**src/rtl/nco_bank_seq.sv**
```systemverilog
// N-voice wavetable NCO bank: one FSM shares a step-size ROM port and a waveform ROM port
// across all voices, producing one velocity-scaled, mixed sample per prescaler tick.
module nco_bank_seq #(
  parameter int N_VOICES = 4,
  parameter int PW       = 16,
  parameter int WAW      = 7,
  parameter int SW       = 8,
  parameter int DIV      = 3125
) (
  input  logic                    clk,
  input  logic                    rst_n,
  input  logic                    ce,
  input  logic [6:0]              program_id,
  input  logic [N_VOICES-1:0]     gate,
  input  logic [7*N_VOICES-1:0]   note_num,
  input  logic [7*N_VOICES-1:0]   note_vel,
  output logic                    step_re,
  output logic [6:0]              step_addr,
  input  logic [PW-1:0]           step_data,
  output logic                    wave_re,
  output logic [6+WAW:0]          wave_addr,
  input  logic [SW-1:0]           wave_data,
  output logic [SW-1:0]           sample_out,
  output logic                    sample_valid,
  output logic                    overrun
);

  localparam int VW = $clog2(N_VOICES);
  localparam int AW = SW + VW;
  localparam int CW = $clog2(DIV);

  localparam logic [2:0] S_IDLE  = 3'd0;
  localparam logic [2:0] S_STEP  = 3'd1;
  localparam logic [2:0] S_PHASE = 3'd2;
  localparam logic [2:0] S_WAVE  = 3'd3;
  localparam logic [2:0] S_ACC   = 3'd4;
  localparam logic [2:0] S_OUT   = 3'd5;

  logic [2:0]      state;
  logic [CW-1:0]   pre_cnt;
  logic            tick;
  logic [VW-1:0]   v;
  logic [AW-1:0]   acc;
  logic [PW-1:0]   phase [N_VOICES];
  logic [6:0]      step_addr_q;
  logic [6+WAW:0]  wave_addr_q;

  logic [6:0]      cur_note;
  logic [6:0]      cur_vel;
  logic            cur_gate;
  logic [PW-1:0]   cur_phase;
  logic [SW-1:0]   contrib;

  // Truncating velocity scale: full-scale velocity 127 maps to 127/128 of the sample.
  function automatic logic [SW-1:0] scale_vel(input logic [SW-1:0] s, input logic [6:0] vel);
    logic [SW+6:0] prod;
    prod = {7'b0, s} * {{SW{1'b0}}, vel};
    return prod[SW+6:7];
  endfunction

  assign tick      = ce && (pre_cnt == CW'(DIV - 1));
  assign cur_note  = note_num[7*v +: 7];
  assign cur_vel   = note_vel[7*v +: 7];
  assign cur_gate  = gate[v];
  assign cur_phase = phase[v];
  assign contrib   = cur_gate ? scale_vel(wave_data, cur_vel) : '0;

  // ROM addresses are live in their read state and hold the last issued value otherwise.
  assign step_re   = (state == S_STEP);
  assign wave_re   = (state == S_WAVE);
  assign step_addr = step_re ? cur_note : step_addr_q;
  assign wave_addr = wave_re ? {program_id, cur_phase[PW-1 -: WAW]} : wave_addr_q;

  always_ff @(posedge clk or negedge rst_n) begin
    if (!rst_n) begin
      pre_cnt <= '0;
    end else if (ce) begin
      pre_cnt <= tick ? '0 : pre_cnt + 1'b1;
    end
  end

  always_ff @(posedge clk or negedge rst_n) begin
    if (!rst_n) begin
      state        <= S_IDLE;
      v            <= '0;
      acc          <= '0;
      step_addr_q  <= '0;
      wave_addr_q  <= '0;
      sample_out   <= '0;
      sample_valid <= 1'b0;
      overrun      <= 1'b0;
      for (int i = 0; i < N_VOICES; i++) phase[i] <= '0;
    end else begin
      sample_valid <= 1'b0;
      if (tick && state != S_IDLE) overrun <= 1'b1;
      case (state)
        S_IDLE: begin
          if (tick) begin
            state <= S_STEP;
            v     <= '0;
            acc   <= '0;
          end
        end
        // step-ROM read issued; data arrives for PHASE
        S_STEP: begin
          step_addr_q <= cur_note;
          state       <= S_PHASE;
        end
        // muted voices are parked at phase 0 so the next note-on starts cleanly
        S_PHASE: begin
          phase[v] <= cur_gate ? cur_phase + step_data : '0;
          state    <= S_WAVE;
        end
        // wave-ROM read issued with the freshly updated phase
        S_WAVE: begin
          wave_addr_q <= {program_id, cur_phase[PW-1 -: WAW]};
          state       <= S_ACC;
        end
        S_ACC: begin
          acc <= acc + AW'(contrib);
          if (v == VW'(N_VOICES - 1)) begin
            state <= S_OUT;
          end else begin
            v     <= v + 1'b1;
            state <= S_STEP;
          end
        end
        // divide by voice count; headroom in acc makes saturation unnecessary
        S_OUT: begin
          sample_out   <= acc[AW-1:VW];
          sample_valid <= 1'b1;
          state        <= S_IDLE;
        end
        default: state <= S_IDLE;
      endcase
    end
  end

endmodule
```
**config.mk**
```make
export PLATFORM = sky130hd
export DESIGN_NAME = nco_bank_seq
export DESIGN_NICKNAME = d
export VERILOG_FILES = /design/src/rtl/nco_bank_seq.sv
export SDC_FILE = /design/constraint.sdc
export NUM_CORES = 1
export LEC_CHECK = 0
export CORE_MARGIN = 4
export CORE_UTILIZATION = 50
export DETAILED_ROUTE_END_ITERATION = 10
export PLACE_DENSITY = 0.78
export SLEW_MARGIN = 20
export SYNTH_ARGS = -nofsm -noshare
export SYNTH_HDL_FRONTEND = slang
export SYNTH_SLANG_ARGS = --single-unit
```
**constraint.sdc**
```tcl
create_clock -name clk -period 6 [get_ports clk]
set_input_delay 1.2 -clock clk [delete_from_list [all_inputs] [get_ports clk]]
set_output_delay 1.2 -clock clk [all_outputs]
set_load 0.01 [all_outputs]
```
* Yosys cells after proc, flatten, opt, wreduce, memory -nomap -nowiden
Cells that the tools add are included.
Operators by class: $lt $le $gt $ge 3, bitwise operators 1, equality and inequality tests 9, shifts and indexed selects 2, $add $sub $neg 4, div/mod/pow operators 0, multipliers 2, muxes and demuxes 22, reduce and logical (&&, ||, !) cells 8
Operators with widths (count):
- bitwise mux 64 bit | 1
- two-way mux 16 bit | 4
- variable part select 28 x 6 -> 7 bit | 2
- binary-select mux 16 bit (select 2 bit) | 1
- demux 16 bit (select 2 bit) | 1
- case mux 10 bit (2 select lines) | 1
- adder 16 bit | 1
- multiplier 8 x 7 -> 15 bit | 1
- case mux 3 bit (5 select lines) | 1
- two-way mux 14 bit | 1
- adder 12 x 1 -> 12 bit, second input constant | 1
- == test 12 bit, second input constant | 1
- two-way mux 12 bit | 1
- adder 10 x 8 -> 10 bit | 1
- two-way mux 10 bit | 1
- two-way mux 8 bit | 1
- two-way mux 7 bit | 1
- == test 3 x 2 -> 1 bit, second input constant | 2
- == test 3 bit, second input constant | 2
- two-way mux 3 bit | 2
- multiplier 3 x 2 -> 5 bit, first input constant | 1
- two-way mux 2 bit | 2
- inequality test 2 bit, second input constant | 2
- case mux 2 bit (2 select lines) | 1
- 15 further kinds | 18
Word-level totals: input port bits 94, bits in registers 122, memories 0, word-level logic and storage cells 64, bits in latches 0, memory bits (read-only) 0, output and inout port bits 33, memory bits (writable) 0

* Longest topological paths before layout
Gate-level depths: netlist of the first run.
depth in word-level cells 7, mapped depth 26, gate-level depth less buffers 24

* Worst setup path after synthesis of the first run
No wires, ideal clock.
kind input to register, start input note_vel[27], end register acc[8], required time 5921 ps, data arrival time 6610 ps, path slack -690 ps, library setup time 79 ps, stages 20, buffers on the path 0, path through mux4_2 -> and2_1 -> fa_1 -> fa_1 -> fa_1 -> inv_1 -> fa_1 -> inv_1 -> ha_1 -> a21o_1 -> a21oi_1 -> a21oi_1 -> nor3b_1 -> ha_1 -> nor2b_1 -> o21ai_0 -> a21boi_0 -> o31a_1 -> o311ai_0 -> mux2i_1
On the way: longest elaborated chain between the ends 5
RTL lines:
- from (decl) | line 16 | input logic [7*N_VOICES-1:0] note_vel,
- variable part select 28 x 6 -> 7 bit | line 63 | assign cur_vel = note_vel[7*v +: 7];
- multiplier 8 x 7 -> 15 bit | line 57 | prod = {7'b0, s} * {{SW{1'b0}}, vel};
- two-way mux 8 bit | line 66 | assign contrib = cur_gate ? scale_vel(wave_data, cur_vel) : '0;
- adder 10 x 8 -> 10 bit | line 120 | acc <= acc + AW'(contrib);
- case mux 10 bit (2 select lines) | line 96 | case (state)
- to (signal assigned) | line 120
- to (decl) | line 43 | logic [AW-1:0] acc;
No other way between the ends. A chain may end at the register's enable or synchronous reset.

* Final worst setup path of the first run
start input note_vel[22], end register acc[8]
Same word-level chain as after synthesis.

==> run_results.csv, run 1 <==
group,metric,value,unit
yosys,synth_top_area_cell,"dfrtp_1",
yosys,syn_nets,987,
yosys,synthTopCellsByArea,"dfrtp_1 (37%), ha_1 (9.2%), mux4_2 (8.2%), nand2_1 (7.5%), fa_1 (7.3%)",
status,violations,"setup timing",
timing,fin_crit,6220,ps
drt,met3_length,1.15,mm
drt,wirelength,19.7,mm
cts,numCtsBuffers,17,
drt,viasPerCell,5.47,
cts,clock_path_buffers,2,
finish,syn_to_final_growth,31.9,%
timing,tightest_slew,1040,ps
yosys,synth_top_area_frac,0.372,
power,power_density,275,nW/µm²
power,vdd.ir_drop.worst,0.204,mV
floorplanning,die_area,18500,µm²
drt,firstDrtPassIters,5,
min_path,hp-class,"reg2reg",
worst_setup_path,cp_slowest_cell,"mux4_2",
worst_setup_path,crit_family,"adder cells",
worst_setup_path,crit_arrival,6560,ps
global_route,first_global_vias,6711,
drt,drc_errors,0,
yosys,ys.flop_type,"dfrtp_1",
timing,finalClockSkew,8.12,ps
drt,drt_iter0_markers,408,
cts,clkTransAtPathRegs,60,ps
worst_setup_path,critPathCaptureType,"register",
drt,vias,6616,
yosys,synth_area_per_cell,10.2,µm²
cts,cts_tree,"yes",
worst_setup_path,cp_max_fo,4,
finish,drive_gt1_frac,0.205,
drt,drt-wirelength-per-cell,16.3,µm
yosys,ys_ff_latch,122,
global_route,grt_pass1_wl,32.7,mm
yosys,synth_edf_count,0,
finish,nNetsFinal,1164,
finish,seq_area,3050,µm²
timing,rsz0062_at_grt,"yes",
yosys,synth_common_cells,"nand2_1 (163), dfrtp_1 (122), o21ai_0 (63), ha_1 (60), and2_1 (45)",
worst_setup_path,cp_common_cell,"fa_1",
yosys,syn_inst,803,
placed_design,hpwl,14.3,mm
floorplanning,start_util,0.513,
floorplanning,core_area,16000,µm²
drt,top_layer,"met4",
status,outcome,"complete, but fails checks",
floorplanning,ioPinCount,127,
worst_setup_path,path_buf_inv,4,
timing,hold_viol,0,
worst_setup_path,required,6340,ps
yosys,netlist_area,8200,µm²
drt,wl_met1,8.45,mm
global_route,grt_max_degree,65,
finish,final_cells,1209,
timing,setup-violations-final,5,
yosys,synthMostInstantiatedCell,"nand2_1",
worst_setup_path,path_cells,"buf_2 -> mux4_2 -> buf_4 -> and2_1 -> fa_1 -> fa_1 -> fa_1 -> inv_1 -> fa_1 -> inv_2 -> ha_4 -> a21o_1 -> a21oi_4 -> a21oi_2 -> o21ai_0 -> nor3b_1 -> ha_1 -> o21ai_2 -> a21boi_2 -> o31a_1 -> o311ai_2 -> mux2i_1",
run,cap_violations,0,
timing,final_max_slew_viol_count,0,
yosys,synth_async_sr_flop_share,1.00,
global_route,antenna_found_initial,0,
placed_design,dp_cells,1168,
drt,wl_met2,9.78,mm
yosys,synth-seq-area-share,0.372,
timing,relSlewSlack,0.304,
drt,postRouteAntennaNets,0,
power,p_leak,4.97,nW
cts,cts_root_buf,"clkbuf_16",
yosys,ys.warnings.count,0,
timing,fin_crit_sh,1.04,
cts,insertion_delay,420,ps
yosys,ys_types,60,
timing,fin_tns_setup,-605,ps
floorplanning,rows,46,
floorplanning,die_h,136,µm
timing,fmax,0.161,GHz
timing,fin_ws,-222,ps
worst_setup_path,cp-start-kind,"input port",
cts,h-tree-depth,4,
placed_design,gp_congestion,0.859,
placed_design,portBuffers,126,
global_route,track_usage,0.221,
finish,fillers,1253,
cts,cts_sinks,122,
global_route,gr-total-overflow,0,
finish,insertedDiodeCount,0,
floorplanning,die_w,136,µm
finish,multi_input_area,5080,µm²
worst_setup_path,slowest_delay,530,ps
worst_setup_path,critPathKind,"in2reg",
[report_power, final]
group          internal, mW  switching [mW]  total (mW)
combinational         0.549           0.495        1.04
clock                 0.654           0.386        1.04
sequential            0.857          0.0372       0.894
total                  2.06           0.918        2.98
[cells by family after synthesis]
kind of cell | count (synthesis) | synth area share
compound gates | 165 | 0.131
mux | 48 | 0.107
flops | 122 | 0.372
xor+xnor | 30 | 0.0320
fa+ha+maj | 90 | 0.165
simple gates | 286 | 0.163
buf+inv | 62 | 0.0301
[flip-flops by register name, summed over array words and instances, names as in the netlist]
register / cells
v: 2
sample_out: 8
wave_addr_q: 14
step_addr_q: 7
overrun: 1
pre_cnt: 12
acc: 10
state: 3
sample_valid: 1
phase: 64
[through the flow]
step | total power, mW | worst slack, ps | utilization | area, µm² | hold WS [ps]
5_1_grt | 3.16 | -387 | 0.676 | 10800 | 495
6_report | 2.98 | -222 | 0.676 | 10800 | 470
3_3_place_gp | 1.80 | -893 | 0.630 | 10100 | 439
2_1_floorplan | 1.46 | -318 | - | 8280 | 438
3_5_place_dp | 1.81 | -1030 | 0.630 | 10100 | 447
4_1_cts | 2.95 | -210 | 0.672 | 10800 | 475
[cell type report]
class,instances,share of cell area
repair buffers,186,0.155
flip-flops and latches,122,0.282
clock inverters,14,0.0159
inverters,34,0.0118
well taps,216,0.0250
clock buffers,18,0.0397
multi-input cells,619,0.470
[worst reg2reg max path: cells and delay by family (launching register included)]
family / cells / cell delay, ps
flops: 1 / 530
compound gates: 8 / 1300
buf+inv: 3 / 270
simple gates: 2 / 410
fa+ha+maj: 6 / 2520
mux: 2 / 840
[path summary, 6_finish.rpt]
check / from / end / slack, ps / depth (start not counted)
min in group asynchronous: rst_n / step_addr_q[1]$_DFF_PN0_ / 840 / 1
worst min register to register: overrun$_DFFE_PN0P_ / overrun$_DFFE_PN0P_ / 470 / 1
max in group asynchronous: rst_n / v[0]$_DFFE_PN0P_ / 3830 / 2
worst max-delay path: note_vel[22] / acc[8]$_DFFE_PN0P_ / -220 / 22
worst max register to register: v[0]$_DFFE_PN0P_ / acc[8]$_DFFE_PN0P_ / 20 / 21
worst min-delay path: overrun$_DFFE_PN0P_ / overrun$_DFFE_PN0P_ / 470 / 1
[cell usage in the layout (no fill, tap or decap), drive strengths merged, types with 13 or more instances in the layout]
| master | Yosys | layout |
|---|---|---|
| o21ai | 67 | 67 |
| dfrtp | 122 | 122 |
| buf | 9 | 73 |
| inv | 32 | 35 |
| xnor2 | 16 | 16 |
| clkdlybuf4s50 | 0 | 101 |
| a21oi | 20 | 20 |
| clkbuf | 19 | 18 |
| nand3 | 13 | 13 |
| fa | 30 | 30 |
| ha | 60 | 60 |
| and2 | 45 | 45 |
| o31ai | 13 | 13 |
| a21o | 17 | 17 |
| xor2 | 14 | 14 |
| nor2 | 24 | 24 |
| mux2 | 15 | 15 |
| mux4 | 30 | 30 |
| nand2 | 163 | 163 |
[per-layer routing]
metal / global-route usage / vias up
li1: - / 3190
met1: 0.291 / 3214
met2: 0.372 / 189
met3: 0.0422 / 23
met4: 0.0661 / 0
met5: 0 / -
[what timing repair did]
action,in CTS,in global routing
pin swaps,34,18
hold buffers,0,0
buffers inserted,11,2
resized for setup,79,15
endpoints found under the setup margin,8,7
Power figures use the tool's default switching activity.
==> inputs of run 2 (changes only) <==
--- a/config.mk
+++ b/config.mk
@@ -8,7 +8,7 @@
 export CORE_MARGIN = 4
 export CORE_UTILIZATION = 50
 export DETAILED_ROUTE_END_ITERATION = 10
-export PLACE_DENSITY = 0.78
+export PLACE_DENSITY = 0.75
 export SLEW_MARGIN = 20
 export SYNTH_ARGS = -nofsm -noshare
 export SYNTH_HDL_FRONTEND = slang
==> constraint.sdc (replaced) <==
create_clock -name clk -period 7.55 [get_ports clk]
set_input_delay 1.51 -clock clk [delete_from_list [all_inputs] [get_ports clk]]
set_output_delay 1.51 -clock clk [all_outputs]
set_load 0.01 [all_outputs]
==> run 2 against run 1 <==
Compared with the run above:
- the run now ends clean
- utilization decreased by 2.5 points
- clock skew grew 1.1 ps
- first-iteration DRC count fell by 0.98%
- sequential power shrank 21%
- power shrank 26%
- sequential cell count unchanged
- final area fell by 3.7%
- critical path depth is 1 lower
==> run_results.csv, run 2 (synthesis gave the netlist of run 1 again) <==
group,metric,value,unit
status,outcome,"finished, final reports clean",
worst_setup_path,r2r_end,"acc[8]$_DFFE_PN0P_",
worst_setup_path,r2r_slack,1250,ps
global_route,grt_max_degree,82,
min_path,worstHoldEndpoint,"overrun$_DFFE_PN0P_",
global_route,track_usage,0.210,
cts,numCtsBuffers,17,
global_route,antenna_found_initial,0,
global_route,first_global_vias,6425,
worst_setup_path,crit_arrival,7530,ps
cts,clkTransAtPathRegs,60,ps
cts,cts_tree,"yes",
finish,top_register,"phase",
placed_design,gp_congestion,0.847,
power,power_density,212,nW/µm²
floorplanning,rows,46,
drt,drt-wirelength-per-cell,16.2,µm
worst_setup_path,cp_common_cell,"fa_1",
timing,rsz0062_at_grt,"no",
global_route,gr-total-overflow,0,
power,power_frac_seq,0.320,
cts,clock_path_buffers,2,
drt,drt_iter0_markers,404,
finish,syn_to_final_growth,26.9,%
worst_setup_path,path_buf_inv,3,
worst_setup_path,required,7890,ps
min_path,hold_path_startpoint,"overrun$_DFFE_PN0P_",
finish,final_common_cell,"nand2_1",
drt,vias,6441,
timing,hold_viol,0,
timing,setup-violations-final,0,
finish,insertedDiodeCount,0,
power,power.net_switching,0.647,mW
worst_setup_path,crit_cells,21,
floorplanning,die_h,136,µm
timing,fin_crit_sh,0.952,
finish,fin_util,0.651,
power,comb_power_share,0.286,
placed_design,pre_cts_ws,-164,ps
timing,relSlewSlack,0.284,
worst_setup_path,cp_max_fo,6,
floorplanning,core_area,16000,µm²
worst_setup_path,cp_slowest_cell,"fa_1",
floorplanning,die_w,136,µm
drt,viasPerCell,5.51,
worst_setup_path,r2r-start,"v[0]$_DFFE_PN0P_",
cts,cts_root_buf,"clkbuf_16",
worst_setup_path,path_cells,"clkdlybuf4s50_1 -> mux4_2 -> and2_1 -> fa_1 -> fa_1 -> fa_1 -> inv_1 -> fa_1 -> inv_1 -> ha_1 -> a21o_1 -> a21oi_2 -> a21oi_1 -> nor3b_1 -> ha_1 -> nor2b_1 -> o21ai_0 -> a21boi_0 -> o31a_1 -> o311ai_1 -> mux2i_1",
placed_design,dp_cells,1138,
timing,finalClockSkew,9.20,ps
worst_setup_path,r2r_cells,20,
worst_setup_path,cp-start-kind,"input port",
floorplanning,start_util,0.513,
finish,largest_reg_flops,64,
timing,fin_hold_ws,466,ps
power,p_leak,4.76,nW
min_path,hp-class,"reg2reg",
run,cap_violations,0,
drt,drc_errors,0,
timing,tightest_slew,1070,ps
worst_setup_path,critPathKind,"in2reg",
placed_design,hpwl,13.7,mm
finish,nNetsFinal,1125,
power,p_int,1.56,mW
floorplanning,ioPinCount,127,
finish,drive_gt1_frac,0.113,
drt,postRouteAntennaNets,0,
timing,fin_crit,7190,ps
power,vdd.ir_drop.worst,0.190,mV
finish,fillers,1309,
worst_setup_path,crit_family,"adder cells",
min_path,holdPathStages,1,
global_route,grt_pass1_wl,31.2,mm
finish,final_cells,1170,
timing,fmax,0.139,GHz
drt,wirelength,18.9,mm
timing,final_max_slew_viol_count,0,
cts,h-tree-depth,4,
cts,cts_sinks,122,
power,switching_share,0.293,
floorplanning,die_area,18500,µm²
timing,fin_ws,361,ps
worst_setup_path,critPathCaptureType,"register",
cts,insertion_delay,410,ps
placed_design,portBuffers,126,
cts,cts-hold-fix-buffers,0,
finish,reg_top3,"phase x64, wave_addr_q x14, pre_cnt x12",
finish,final_cell_mix,"nand2_1 (163), clkdlybuf4s50_1 (125), dfrtp_1 (121)",
drt,firstDrtPassIters,5,
power,pwr-share-clk,0.393,
worst_setup_path,slowest_delay,570,ps
## run 2: per-layer routing
metal | track usage | part of all wire | vias up
li1 | - | - | 3110
met1 | 0.274 | 0.44 | 3166
met2 | 0.355 | 0.50 | 145
met3 | 0.0522 | 0.051 | 20
met4 | 0.0504 | 0.0099 | 0
met5 | 0 | 0 | -
## run 2: worst max-delay path by stage
stage                       from            endpoint  slack (ps)
finish              note_vel[24]  acc[8]$_DFFE_PN0P_         360
detailed placement  note_vel[24]  acc[8]$_DFFE_PN0P_        -160
CTS                 note_vel[24]  acc[8]$_DFFE_PN0P_         130
global placement    note_vel[10]  acc[8]$_DFFE_PN0P_         -60
floorplan           note_vel[27]  acc[8]$_DFFE_PN0P_         550
global route        note_vel[24]  acc[8]$_DFFE_PN0P_          20
## run 2: worst register-to-register path, stage by stage, from the launching register on
cell      delay [ps]
dfrtp_2          530
mux4_2           630
and2_1           210
fa_1             570
fa_1             470
fa_1             560
inv_1             60
fa_1             540
inv_1             40
ha_1             320
a21o_1           180
a21oi_2          200
a21oi_1          130
nor3b_1          220
ha_1             270
nor2b_1          130
o21ai_0          180
a21boi_0         140
o31a_1           280
o311ai_1         340
mux2i_1          220
## run 2: power by group through the flow
stage	Combinational (mW)	Clock, mW	Sequential, mW
final	0.632	0.869	0.707
after global routing	0.724	0.906	0.712
after detailed placement	0.625	0	0.719
after CTS	0.633	0.878	0.707
after floorplan	0.426	0	0.712
after global placement	0.615	0	0.718
## run 2: timing repair
action | CTS | global route
endpoints found under the setup margin | 0 | 2
gates resized for setup | 0 | 3
buffers inserted | 0 | 0
## run 2: final cells by class
class | instances | area, µm² | area share
clock buffer | 22 | 464 | 0.0446
timing repair buffer | 147 | 1420 | 0.136
clock inverter | 10 | 164 | 0.0157
multi-input combinational | 619 | 4910 | 0.472
sequential | 122 | 3050 | 0.293
inverter | 34 | 128 | 0.0123
tap | 216 | 270 | 0.0260
## run 2: stage by stage
step	area (µm²)	total power, mW	TNS, ps
final	10400	2.21	0
after global routing	10400	2.34	0
after CTS	10400	2.22	0
after detailed placement	9770	1.34	-277
after global placement	9770	1.33	-62.9
after floorplan	8200	1.14	0
==> inputs of run 3 (changes only) <==
==> constraint.sdc (replaced) <==
create_clock -name clk -period 7.55 [get_ports clk]
set_input_delay 1.1325 -clock clk [delete_from_list [all_inputs] [get_ports clk]]
set_output_delay 1.1325 -clock clk [all_outputs]
set_load 0.01 [all_outputs]
==> run 3 against run 2 <==
Compared with the run above:
- sequential power about the same
- clock skew increased by 1.6 ps
- sequential share of layout area increased by 0.49 points
- worst hold slack improved by 5.5 ps
- critical endpoint unchanged
- clock-buffer cell count decreased by 3
- die area unchanged
- combinational power decreased by 7.9%
==> run_results.csv, run 3 (synthesis gave the netlist of run 1 again) <==
group,metric,value,unit
timing,setup-violations-final,0,
cts,clkTransAtPathRegs,60,ps
cts,clock_path_buffers,2,
finish,insertedDiodeCount,0,
run,cap_violations,0,
placed_design,dp_cells,1123,
placed_design,hpwl,13.8,mm
worst_setup_path,required,7890,ps
timing,relSlewSlack,0.298,
cts,cts_sinks,122,
placed_design,placed_area,9660,µm²
worst_setup_path,cp-start-kind,"input port",
finish,top_register,"phase",
finish,drive_gt1_frac,0.0990,
status,outcome,"finished, final reports clean",
finish,final_common_cell,"nand2_1",
cts,numCtsBuffers,17,
drt,viasPerCell,5.50,
timing,fmax,0.144,GHz
timing,fin_crit,6960,ps
global_route,track_usage,0.219,
timing,tightest_slew,1050,ps
global_route,gr-total-overflow,0,
finish,nNetsFinal,1110,
timing,fin_crit_sh,0.922,
floorplanning,rows,46,
global_route,first_global_vias,6608,
global_route,grt_pass1_wl,32.3,mm
finish,final_cell_mix,"nand2_1 (163), clkdlybuf4s50_1 (125), dfrtp_1 (121)",
min_path,hp-class,"reg2reg",
timing,final_max_slew_viol_count,0,
global_route,grt_max_degree,68,
drt,vias,6357,
cts,cts-hold-fix-buffers,0,
finish,fin_util,0.640,
drt,drt_iter0_markers,450,
floorplanning,ioPinCount,127,
finish,reg_top3,"phase x64, wave_addr_q x14, pre_cnt x12",
global_route,antenna_found_initial,0,
power,finalPower,2.10,mW
drt,drt-wirelength-per-cell,16.5,µm
floorplanning,die_w,136,µm
placed_design,gp_congestion,0.853,
placed_design,portBuffers,126,
timing,fin_tns_setup,0,ps
drt,postRouteAntennaNets,0,
finish,final_cells,1155,
floorplanning,die_area,18500,µm²
cts,insertion_delay,420,ps
floorplanning,core_area,16000,µm²
power,power_density,205,nW/µm²
floorplanning,start_util,0.513,
drt,firstDrtPassIters,5,
finish,stdcell_area,10200,µm²
power,p_leak,4.65,nW
floorplanning,die_h,136,µm
cts,cts_root_buf,"clkbuf_16",
drt,wirelength,19.0,mm
power,vdd.ir_drop.worst,0.151,mV
worst_setup_path,crit_arrival,7300,ps
worst_setup_path,cp_max_fo,8,
cts,cts_resized,0,
timing,rsz0062_at_grt,"no",
drt,drc_errors,0,
finish,largest_reg_flops,64,
cts,h-tree-depth,4,
cts,cts_setup_buffers,0,
timing,hold_viol,0,
worst_setup_path,critPathKind,"in2reg",
timing,finalClockSkew,10.8,ps
worst_setup_path,critPathCaptureType,"register",
worst_setup_path,r2r_slack,1110,ps
finish,syn_to_final_growth,24.9,%
cts,cts_tree,"yes",
-- run 3: changes by cell type in the layout (fill, tap and decap cells not counted), sizes merged --
cell / delta
bufinv: -2
buf: -15
clkinvlp: +3
clkbuf: -3
inv: +2
-- run 3: path summary, 6_finish.rpt --
kind	to	cells after the start	start
worst max-delay path	acc[8]$_DFFE_PN0P_	21	note_vel[24]
worst min-delay path	wave_addr_q[10]$_DFF_PN0_	2	wave_addr_q[10]$_DFF_PN0_
worst max register to register	acc[8]$_DFFE_PN0P_	20	v[0]$_DFFE_PN0P_
worst min register to register	wave_addr_q[10]$_DFF_PN0_	2	wave_addr_q[10]$_DFF_PN0_
max in group asynchronous	v[0]$_DFFE_PN0P_	2	rst_n
min in group asynchronous	wave_addr_q[5]$_DFF_PN0_	1	rst_n
-- run 3: power breakdown --
| part | switching (mW) | total [mW] | internal, mW |
|---|---|---|---|
| Combinational | 0.308 | 0.582 | 0.274 |
| Clock | 0.311 | 0.807 | 0.496 |
| Sequential | 0.0290 | 0.710 | 0.681 |
| Total | 0.648 | 2.10 | 1.45 |
-- run 3: stage by stage --
step	setup slack (ps)	hold slack, ps
2_1_floorplan	928	438
3_5_place_dp	167	459
5_1_grt	238	493
3_3_place_gp	277	441
6_report	589	472
4_1_cts	590	473
-- run 3: final cells by class --
type | instances | area [µm²]
Clock buffer | 19 | 443
Clock inverter | 13 | 140
Fill cell | 1335 | 5760
Inverter | 34 | 128
Multi-Input combinational cell | 619 | 4900
Sequential cell | 122 | 3050
Tap cell | 216 | 270
Timing Repair Buffer | 132 | 1300
-- run 3: metal layers --
metal,vias to the layer above,wire length (µm),GRT usage
met5,-,0,0
met1,3115,8240,0.282
met4,0,215,0.0677
met2,143,9570,0.369
met3,14,982,0.0500
li1,3085,-,-
-- run 3: critical path, cell delays in order --
cell and delay (ps):
clkdlybuf4s50_1 410, mux4_2 580, and2_1 220, fa_1 550
fa_1 430, fa_1 560, inv_1 60, fa_1 540
inv_1 40, ha_1 340, a21o_1 170, a21oi_1 260
a21oi_1 150, nor3b_1 200, ha_1 290, nor2b_1 140
o21ai_0 200, a21boi_0 180, o31a_1 270, o311ai_0 360
mux2i_1 230
